--- config.mk ---
export PLATFORM = sky130hd
export DESIGN_NAME = cp0_state_regs
export DESIGN_NICKNAME = d
export VERILOG_FILES = /design/src/rtl/cp0_state_regs.sv
export SDC_FILE = /design/constraint.sdc
export NUM_CORES = 1
export LEC_CHECK = 0
export ABC_AREA = 0
export BUFFER_PORTS_ARGS = -buffer_cell sky130_fd_sc_hd__buf_2
export CAP_MARGIN = 20
export CORE_AREA = 2 2 119 237
export DETAILED_ROUTE_END_ITERATION = 7
export DIE_AREA = 0 0 121 239
export PLACE_DENSITY_LB_ADDON = 0.12
export SYNTH_ARGS = -nofsm -noshare
export SYNTH_HDL_FRONTEND = slang
export SYNTH_SLANG_ARGS = --single-unit
--- constraint.sdc ---
create_clock -name clk -period 2.7 [get_ports clk]
set_clock_uncertainty 0.15 [all_clocks]
set_input_delay 0.27 -clock clk [delete_from_list [all_inputs] [get_ports clk]]
set_output_delay 0.27 -clock clk [all_outputs]
set_load 0.02 [all_outputs]
--- src/rtl/cp0_state_regs.sv ---
// -----------------------------------------------------------------------------
// cp0_state_regs
//
// Purpose:
//   CP0 register file. Holds Status, Cause, EPC, BadVAddr, Count/Compare,
//   EntryHi (ASID only), EBase and a constant PRId. It serves MTC0 writes and
//   MFC0 reads, and applies exception and ERET commits from the exception
//   unit. It feeds interrupt and vectoring controls back to that unit.
//
// Parameters:
//   PRID_VALUE  constant returned for PRId (reg 15, sel 0)
//   COUNT_DIV   Count advances once every 2**COUNT_DIV clocks (0 = every clock)
//
// Ports:
//   clk, rst                 clock, synchronous active-low reset
//   hw_int[5:0]              level-sensitive external interrupts -> Cause.IP[7:2]
//   cp0_wen/waddr/wsel/wdata MTC0 write port
//   cp0_raddr/rsel, cp0_rdata MFC0 read port (combinational, pre-edge state)
//   cp0_exp_*                exception commit (EPC, ExcCode, BD, BadVAddr, ASID)
//   cp0_exl_clean            ERET commit, clears Status.EXL
//   epc_address, cp0_ebase   EPC and EBase registers
//   allow_interrupt          Status.IE & ~Status.EXL
//   interrupt_flag[7:0]      Cause.IP & Status.IM
//   cp0_use_special_iv       Cause.IV
//   cp0_use_bootstrap_iv     Status.BEV
//   exl_set, asid, timer_int Status.EXL, EntryHi.ASID, Cause.TI
// -----------------------------------------------------------------------------
module cp0_state_regs #(
    parameter logic [31:0] PRID_VALUE = 32'h0001_8000,
    parameter int unsigned COUNT_DIV  = 1
) (
    input  logic        clk,
    input  logic        rst,
    input  logic [5:0]  hw_int,
    input  logic        cp0_wen,
    input  logic [4:0]  cp0_waddr,
    input  logic [2:0]  cp0_wsel,
    input  logic [31:0] cp0_wdata,
    input  logic [4:0]  cp0_raddr,
    input  logic [2:0]  cp0_rsel,
    output logic [31:0] cp0_rdata,
    input  logic        cp0_exp_en,
    input  logic        cp0_exl_clean,
    input  logic [31:0] cp0_exp_epc,
    input  logic [4:0]  cp0_exp_code,
    input  logic [31:0] cp0_exp_bad_vaddr,
    input  logic        cp0_exp_bad_vaddr_wen,
    input  logic        cp0_exp_bd,
    input  logic [7:0]  cp0_exp_asid,
    input  logic        cp0_exp_asid_en,
    output logic [31:0] epc_address,
    output logic        allow_interrupt,
    output logic [7:0]  interrupt_flag,
    output logic [31:0] cp0_ebase,
    output logic        cp0_use_special_iv,
    output logic        cp0_use_bootstrap_iv,
    output logic        exl_set,
    output logic [7:0]  asid,
    output logic        timer_int
);

    localparam logic [4:0] REG_BADVADDR = 5'd8;
    localparam logic [4:0] REG_COUNT    = 5'd9;
    localparam logic [4:0] REG_ENTRYHI  = 5'd10;
    localparam logic [4:0] REG_COMPARE  = 5'd11;
    localparam logic [4:0] REG_STATUS   = 5'd12;
    localparam logic [4:0] REG_CAUSE    = 5'd13;
    localparam logic [4:0] REG_EPC      = 5'd14;
    localparam logic [4:0] REG_PRID     = 5'd15;

    // Prescaler is at least one bit wide so the declaration stays legal
    // when COUNT_DIV is 0; in that case it is simply ignored.
    localparam int PW = (COUNT_DIV > 0) ? int'(COUNT_DIV) : 1;

    // Status fields
    logic        sr_bev_q, sr_bev_d;
    logic [7:0]  sr_im_q,  sr_im_d;
    logic        sr_exl_q, sr_exl_d;
    logic        sr_ie_q,  sr_ie_d;
    // Cause fields
    logic        ca_bd_q,  ca_bd_d;
    logic        ca_ti_q,  ca_ti_d;
    logic        ca_iv_q,  ca_iv_d;
    logic [7:0]  ca_ip_q,  ca_ip_d;
    logic [4:0]  ca_exc_q, ca_exc_d;
    // Full-width and partial registers
    logic [31:0] epc_q,      epc_d;
    logic [31:0] badvaddr_q, badvaddr_d;
    logic [31:0] count_q,    count_d;
    logic [31:0] compare_q,  compare_d;
    logic [7:0]  asid_q,     asid_d;
    logic [17:0] ebase_q,    ebase_d;   // EBase[29:12]
    logic [PW-1:0] presc_q,  presc_d;

    logic count_tick;

    generate
        if (COUNT_DIV == 0) begin : g_nodiv
            assign count_tick = 1'b1;
        end else begin : g_div
            assign count_tick = &presc_q;
        end
    endgenerate

    // MTC0 write decode
    logic wr_status, wr_cause, wr_epc, wr_count, wr_compare, wr_entryhi, wr_ebase;

    always_comb begin
        wr_status  = cp0_wen && (cp0_waddr == REG_STATUS)  && (cp0_wsel == 3'd0);
        wr_cause   = cp0_wen && (cp0_waddr == REG_CAUSE)   && (cp0_wsel == 3'd0);
        wr_epc     = cp0_wen && (cp0_waddr == REG_EPC)     && (cp0_wsel == 3'd0);
        wr_count   = cp0_wen && (cp0_waddr == REG_COUNT)   && (cp0_wsel == 3'd0);
        wr_compare = cp0_wen && (cp0_waddr == REG_COMPARE) && (cp0_wsel == 3'd0);
        wr_entryhi = cp0_wen && (cp0_waddr == REG_ENTRYHI) && (cp0_wsel == 3'd0);
        wr_ebase   = cp0_wen && (cp0_waddr == REG_PRID)    && (cp0_wsel == 3'd1);
    end

    // Next-state logic. Sources are applied lowest priority first (MTC0,
    // then ERET, then exception) so a higher source overrides exactly the
    // fields it touches and leaves the rest to the lower ones.
    always_comb begin
        sr_bev_d   = sr_bev_q;
        sr_im_d    = sr_im_q;
        sr_exl_d   = sr_exl_q;
        sr_ie_d    = sr_ie_q;
        ca_bd_d    = ca_bd_q;
        ca_ti_d    = ca_ti_q;
        ca_iv_d    = ca_iv_q;
        ca_ip_d    = ca_ip_q;
        ca_exc_d   = ca_exc_q;
        epc_d      = epc_q;
        badvaddr_d = badvaddr_q;
        count_d    = count_q;
        compare_d  = compare_q;
        asid_d     = asid_q;
        ebase_d    = ebase_q;
        presc_d    = presc_q;

        // MTC0
        if (wr_status) begin
            sr_bev_d = cp0_wdata[22];
            sr_im_d  = cp0_wdata[15:8];
            sr_exl_d = cp0_wdata[1];
            sr_ie_d  = cp0_wdata[0];
        end
        if (wr_cause) begin
            ca_iv_d      = cp0_wdata[23];
            ca_ip_d[1:0] = cp0_wdata[9:8];
        end
        if (wr_epc)     epc_d     = cp0_wdata;
        if (wr_compare) compare_d = cp0_wdata;
        if (wr_entryhi) asid_d    = cp0_wdata[7:0];
        if (wr_ebase)   ebase_d   = cp0_wdata[29:12];

        // Hardware interrupt pending bits; the timer shares line 5.
        ca_ip_d[7:2] = {hw_int[5] | ca_ti_q, hw_int[4:0]};

        // Count / prescaler; a Count write beats a same-cycle tick.
        if (wr_count) begin
            count_d = cp0_wdata;
            presc_d = '0;
        end else begin
            presc_d = presc_q + PW'(1);
            if (count_tick) begin
                count_d = count_q + 32'd1;
            end
        end

        // Timer interrupt: sticky until Compare is rewritten.
        if (wr_compare) begin
            ca_ti_d = 1'b0;
        end else if (count_q == compare_q) begin
            ca_ti_d = 1'b1;
        end

        // ERET
        if (cp0_exl_clean) begin
            sr_exl_d = 1'b0;
        end

        // Exception commit. EPC/BD are only captured for a non-nested
        // exception so the original return address survives.
        if (cp0_exp_en) begin
            ca_exc_d = cp0_exp_code;
            sr_exl_d = 1'b1;
            if (!sr_exl_q) begin
                epc_d   = cp0_exp_epc;
                ca_bd_d = cp0_exp_bd;
            end
            if (cp0_exp_bad_vaddr_wen) badvaddr_d = cp0_exp_bad_vaddr;
            if (cp0_exp_asid_en)       asid_d     = cp0_exp_asid;
        end
    end

    always_ff @(posedge clk) begin
        if (!rst) begin
            sr_bev_q   <= 1'b1;
            sr_im_q    <= 8'h00;
            sr_exl_q   <= 1'b0;
            sr_ie_q    <= 1'b0;
            ca_bd_q    <= 1'b0;
            ca_ti_q    <= 1'b0;
            ca_iv_q    <= 1'b0;
            ca_ip_q    <= 8'h00;
            ca_exc_q   <= 5'd0;
            epc_q      <= 32'd0;
            badvaddr_q <= 32'd0;
            count_q    <= 32'd0;
            compare_q  <= 32'd0;
            asid_q     <= 8'h00;
            ebase_q    <= 18'd0;
            presc_q    <= '0;
        end else begin
            sr_bev_q   <= sr_bev_d;
            sr_im_q    <= sr_im_d;
            sr_exl_q   <= sr_exl_d;
            sr_ie_q    <= sr_ie_d;
            ca_bd_q    <= ca_bd_d;
            ca_ti_q    <= ca_ti_d;
            ca_iv_q    <= ca_iv_d;
            ca_ip_q    <= ca_ip_d;
            ca_exc_q   <= ca_exc_d;
            epc_q      <= epc_d;
            badvaddr_q <= badvaddr_d;
            count_q    <= count_d;
            compare_q  <= compare_d;
            asid_q     <= asid_d;
            ebase_q    <= ebase_d;
            presc_q    <= presc_d;
        end
    end

    // MFC0: plain read of current register state, no write bypass.
    always_comb begin
        cp0_rdata = 32'd0;
        if (cp0_rsel == 3'd0) begin
            case (cp0_raddr)
                REG_BADVADDR: cp0_rdata = badvaddr_q;
                REG_COUNT:    cp0_rdata = count_q;
                REG_ENTRYHI:  cp0_rdata = {24'd0, asid_q};
                REG_COMPARE:  cp0_rdata = compare_q;
                REG_STATUS:   cp0_rdata = {9'd0, sr_bev_q, 6'd0, sr_im_q, 6'd0, sr_exl_q, sr_ie_q};
                REG_CAUSE:    cp0_rdata = {ca_bd_q, ca_ti_q, 6'd0, ca_iv_q, 7'd0, ca_ip_q,
                                           1'b0, ca_exc_q, 2'd0};
                REG_EPC:      cp0_rdata = epc_q;
                REG_PRID:     cp0_rdata = PRID_VALUE;
                default:      cp0_rdata = 32'd0;
            endcase
        end else if ((cp0_rsel == 3'd1) && (cp0_raddr == REG_PRID)) begin
            cp0_rdata = {2'b10, ebase_q, 12'd0};
        end
    end

    assign epc_address          = epc_q;
    assign allow_interrupt      = sr_ie_q & ~sr_exl_q;
    assign interrupt_flag       = ca_ip_q & sr_im_q;
    assign cp0_ebase            = {2'b10, ebase_q, 12'd0};
    assign cp0_use_special_iv   = ca_iv_q;
    assign cp0_use_bootstrap_iv = sr_bev_q;
    assign exl_set              = sr_exl_q;
    assign asid                 = asid_q;
    assign timer_int            = ca_ti_q;

endmodule
==> report_table.html <==
<table>
<tr><th>Metric</th><th>Value</th></tr>
<tr><th colspan="2">Die</th></tr>
<tr><td>Die Span X</td><td>121 um</td></tr>
<tr><td>Initial cell density of the core</td><td>0.335</td></tr>
<tr><td>Ports placed on the boundary</td><td>256</td></tr>
<tr><td>DIE HEIGHT</td><td>239 um</td></tr>
<tr><td>Die Area</td><td>28900 sq um</td></tr>
<tr><td>Core Rows</td><td>86</td></tr>
<tr><td>Area of the placeable core</td><td>27200 sq um</td></tr>
<tr><th colspan="2">Detailed routing</th></tr>
<tr><td>Count of unresolved DRC violations after routing</td><td>0</td></tr>
<tr><td>Number of iterations in the first detailed-routing pass</td><td>6</td></tr>
<tr><td>Number of vias per cell</td><td>5.28</td></tr>
<tr><td>Post-Route WL</td><td>37200 um</td></tr>
<tr><td>Antenna Nets Post-Route</td><td>0</td></tr>
<tr><td>Routed len/inst</td><td>20.7 um</td></tr>
<tr><td>Number of vias in the routed layout</td><td>9483</td></tr>
<tr><td>Initial DRC Count</td><td>777</td></tr>
<tr><th colspan="2">Clocking</th></tr>
<tr><td>Clock latency on the worst-skew pair</td><td>0.46 ns</td></tr>
<tr><td>Clock sink count</td><td>182</td></tr>
<tr><td>H-tree depth</td><td>4</td></tr>
<tr><td>Hold buffers post-CTS</td><td>115</td></tr>
<tr><td>Clock transition at the registers of the reported paths</td><td>0.07 ns</td></tr>
<tr><td>CTS Buf Count</td><td>17</td></tr>
<tr><td>CTS tree</td><td>built</td></tr>
<tr><td>Post-cts resize count</td><td>0</td></tr>
<tr><td>Buffer count from post-CTS setup fixing</td><td>0</td></tr>
<tr><td>Clock tree root buffer cell</td><td>clkbuf_16</td></tr>
<tr><td>Maximum number of buffers from clock root to sink</td><td>2</td></tr>
<tr><th colspan="2">Pwr</th></tr>
<tr><td>Maximum vdd drop</td><td>0.389 mV</td></tr>
<tr><td>Power per standard cell area</td><td>509 nW/um^2</td></tr>
<tr><td>Fraction of power consumed by the clock network</td><td>0.426</td></tr>
<tr><td>Internal</td><td>0.00469 W</td></tr>
<tr><td>Static Leakage</td><td>5.26 nW</td></tr>
<tr><td>Combinational share of power</td><td>0.122</td></tr>
<tr><td>Sw frac</td><td>0.260</td></tr>
<tr><td>Final total power</td><td>0.00634 W</td></tr>
<tr><td>Portion of total power attributed to sequential cells</td><td>0.452</td></tr>
<tr><td>Psw</td><td>0.00165 W</td></tr>
<tr><th colspan="2">Placement</th></tr>
<tr><td>Port bufs</td><td>241</td></tr>
<tr><td>Placed wire-length estimate</td><td>27200 um</td></tr>
<tr><td>Placed cell area</td><td>10700 sq um</td></tr>
<tr><td>RD Place Congestion</td><td>0.939</td></tr>
<tr><td>Placed cells</td><td>1648</td></tr>
<tr><th colspan="2">Finish</th></tr>
<tr><td>Fin area</td><td>12400 sq um</td></tr>
<tr><td>Layout cells sized above 1</td><td>0.244</td></tr>
<tr><td>Growth of design area from synthesis to finish</td><td>36.5%</td></tr>
<tr><td>Final net count</td><td>1570</td></tr>
<tr><td>Final standard cell count with taps included and fillers excluded</td><td>1795</td></tr>
<tr><td>Diode insertion count for antenna repair</td><td>0</td></tr>
<tr><th colspan="2">GRT</th></tr>
<tr><td>GRT Overall Usage</td><td>0.256</td></tr>
<tr><td>Number of global-route vias before repair</td><td>9116</td></tr>
<tr><td>First-pass GRT wire length</td><td>55400 um</td></tr>
<tr><td>Pin count of the biggest net entering global routing</td><td>58</td></tr>
<tr><td>Sum of overflow across all layers after global routing</td><td>0</td></tr>
<tr><td>Number of antenna violations at the first check in global routing</td><td>0</td></tr>
<tr><th colspan="2">Timing</th></tr>
<tr><td>Fmax</td><td>378 MHz</td></tr>
<tr><td>Final period util</td><td>0.979</td></tr>
<tr><td>Tmin final</td><td>2.64 ns</td></tr>
<tr><td>Total Negative Setup Slacks</td><td>0 ns</td></tr>
<tr><td>Count of pins over their slew limit</td><td>0</td></tr>
<tr><td>Unrepaired setup endpoints after global routing</td><td>no</td></tr>
<tr><td>Hold violation total from the final report</td><td>0</td></tr>
<tr><td>Number of endpoints failing setup at the final stage</td><td>0</td></tr>
<tr><td>Least-Margin Pin Slew</td><td>0.704 ns</td></tr>
<tr><td>Normalized max-slew margin</td><td>0.527</td></tr>
<tr><th colspan="2">Logic synthesis</th></tr>
<tr><td>Average footprint of a synthesized cell</td><td>8.24 sq um</td></tr>
<tr><td>Multiplexer area fraction after synthesis</td><td>0.0958</td></tr>
<tr><td>Dominant cell type by area after synthesis</td><td>dfxtp_1</td></tr>
<tr><td>Prevailing post-synth register cell</td><td>dfxtp_1</td></tr>
<tr><td>Main combinational cell family by area after synthesis</td><td>compound AO/OA/AOI/OAI gates</td></tr>
<tr><td>Compound-cell area share of the yosys netlist</td><td>0.200</td></tr>
<tr><td>Ys async rst share</td><td>0</td></tr>
<tr><td>Syn Inst Count</td><td>1106</td></tr>
<tr><td>Top cells by count, synth</td><td>201 x nand2_1, 182 x dfxtp_1, 160 x a21oi_1</td></tr>
<tr><td>Area share of xor/xnor cells in the synthesized design</td><td>0.0605</td></tr>
<tr><td>Area share of fa/ha/maj cells after synthesis</td><td>0.00137</td></tr>
<tr><td>Ranking of synthesized cells by area</td><td>dfxtp_1 40%, a21oi_1 8.8%, nand2_1 8.3%, mux2i_1 7.4%, xnor2_1 3.9%</td></tr>
<tr><td>Share of Yosys cell area claimed by the top area cell type</td><td>0.400</td></tr>
<tr><td>Netlist Area Pre-Place</td><td>9110 sq um</td></tr>
<tr><td>Cell variety after synth</td><td>60</td></tr>
<tr><td>Number of enable flip-flop cells after synthesis</td><td>0</td></tr>
<tr><td>Sequential fraction of the synthesis area</td><td>0.400</td></tr>
<tr><td>Most frequently used cell type in the post-synthesis netlist</td><td>nand2_1</td></tr>
<tr><td>Simple-Gate Fraction of Synth Area</td><td>0.186</td></tr>
<tr><td>Count of synthesis-stage warnings from yosys</td><td>0</td></tr>
<tr><td>Yosys reg bits</td><td>182</td></tr>
<tr><th colspan="2">Worst setup path</th></tr>
<tr><td>Cell at the slowest stage of the critical path</td><td>a222oi_1</td></tr>
<tr><td>Crit path launch type</td><td>flip-flop</td></tr>
<tr><td>Critical path start-end classification</td><td>reg2out</td></tr>
<tr><td>Critical path peak fanout</td><td>4</td></tr>
<tr><td>Buffers and inverters on the worst path</td><td>2</td></tr>
<tr><td>Required time of the critical path</td><td>2.28 ns</td></tr>
<tr><td>Critical Path, Cell by Cell</td><td>mux2i_1 -&gt; o21ai_0 -&gt; a222oi_1 -&gt; buf_4 -&gt; o21ai_0 -&gt; buf_2</td></tr>
<tr><td>Most repeated library cell on the critical path</td><td>o21ai_0</td></tr>
<tr><td>Type of element capturing the critical path</td><td>output port</td></tr>
<tr><td>Slowest cell delay on critical path</td><td>0.49 ns</td></tr>
<tr><td>Cell type group with the largest total delay on the critical path</td><td>compound AO/OA/AOI/OAI gates</td></tr>
<tr><td>Worst Path Arrival</td><td>2.22 ns</td></tr>
<tr><th colspan="2">Min path</th></tr>
<tr><td>Path category of the worst min-delay check</td><td>in2reg</td></tr>
<tr><th colspan="2">Run</th></tr>
<tr><td>Number of max-cap violations</td><td>0</td></tr>
<tr><th colspan="2">Status</th></tr>
<tr><td>Outcome</td><td>finished, final reports clean</td></tr>
</table>
-- per-layer routing --
metal | GRT usage | share of wire | vias to the layer above | routed length (um)
li1 | - | - | 4533 | -
met1 | 0.332 | 0.42 | 4527 | 15800
met3 | 0.0403 | 0.059 | 57 | 2180
met4 | 0.0951 | 0.029 | 0 | 1080
met2 | 0.426 | 0.49 | 366 | 18200
met5 | 0 | 0 | - | 0
-- power groups by stage --
stage	Sequential [W]	Clock [W]	Combinational [W]
final	0.00287	0.00270	0.000775
after floorplan	0.00294	0	0.000305
after CTS	0.00286	0.00274	0.000771
after detailed placement	0.00293	0	0.000644
after global routing	0.00287	0.00285	0.000837
after global placement	0.00292	0	0.000640
-- worst register-to-register path: cells and delay by family, from the launching register on --
kind	cells	cell delay, ns
AO/OA/AOI/OAI	1	0.15
flip-flops	1	0.54
AND/OR/NAND/NOR	3	1.16
XOR/XNOR	1	0.19
-- layout make-up --
class,instances,area (sq um)
inverters,4,16.3
multi-input cells,828,5020
clock buffers,19,443
fillers,2727,14800
flip-flops and latches,182,3640
clock inverters,13,176
well taps,352,440
repair buffers,397,2700
-- cells in the final DEF, fill, tap and decap left out, types with 4 or more instances in the layout --
cell type      count
nor4_1             4
xnor2_1           41
a31oi_1            7
a32oi_1            4
and3_1             6
a221oi_1           6
nor3_1             7
bufinv_16          4
nor4_4             4
a21o_1             5
a22oi_1           13
nor2_1            47
dlygate4sd3_1    115
clkbuf_16         17
o21ai_1           11
a222oi_1          21
o21ai_0           65
xor2_1            22
and2_1            15
a211oi_1          10
conb_1            14
a21oi_1          160
nand3_1           15
nand4_1           22
dfxtp_1          182
mux2_2            18
mux2i_1           67
nand2_1          201
buf_4             38
clkinv_2           7
buf_2            241
-- flip-flops by register name, summed over array words and instances, names as in the netlist, 5 cells and up --
signal       flops
ca_ip_q          8
asid             8
ebase_q         18
compare_q       32
epc_address     32
sr_im_q          8
count_q         32
ca_exc_q         5
badvaddr_q      32
-- stage by stage --
stage,hold WS [ns],worst slack (ns),utilization
after detailed placement,0.301,0.146,0.392
final,0.0200,0.0580,0.457
after floorplan,0.224,0.499,-
after CTS,0.00301,0.0614,0.457
after global routing,0.0472,0.0734,0.457
after global placement,0.294,0.171,0.392
-- cells by family after synthesis --
group,Yosys count
and+or+nand+nor,353
AOI/OAI and AO/OA,312
DFF,182
buffers and inverters,108
muxes,85
xor gates and xnor gates,63
other,2
adders and majority gates,1
-- final timing paths --
path,startpoint,endpoint,slack [ns],cells past startpoint
min reg2reg,badvaddr_q[17],badvaddr_q[17],0.31,2
min,cp0_exp_epc[15],epc_address[15],0.02,3
max,count_q[23],cp0_rdata[23],0.06,6
max reg2reg,count_tick,count_q[31],0.44,5
Power figures use the tool's default switching activity.
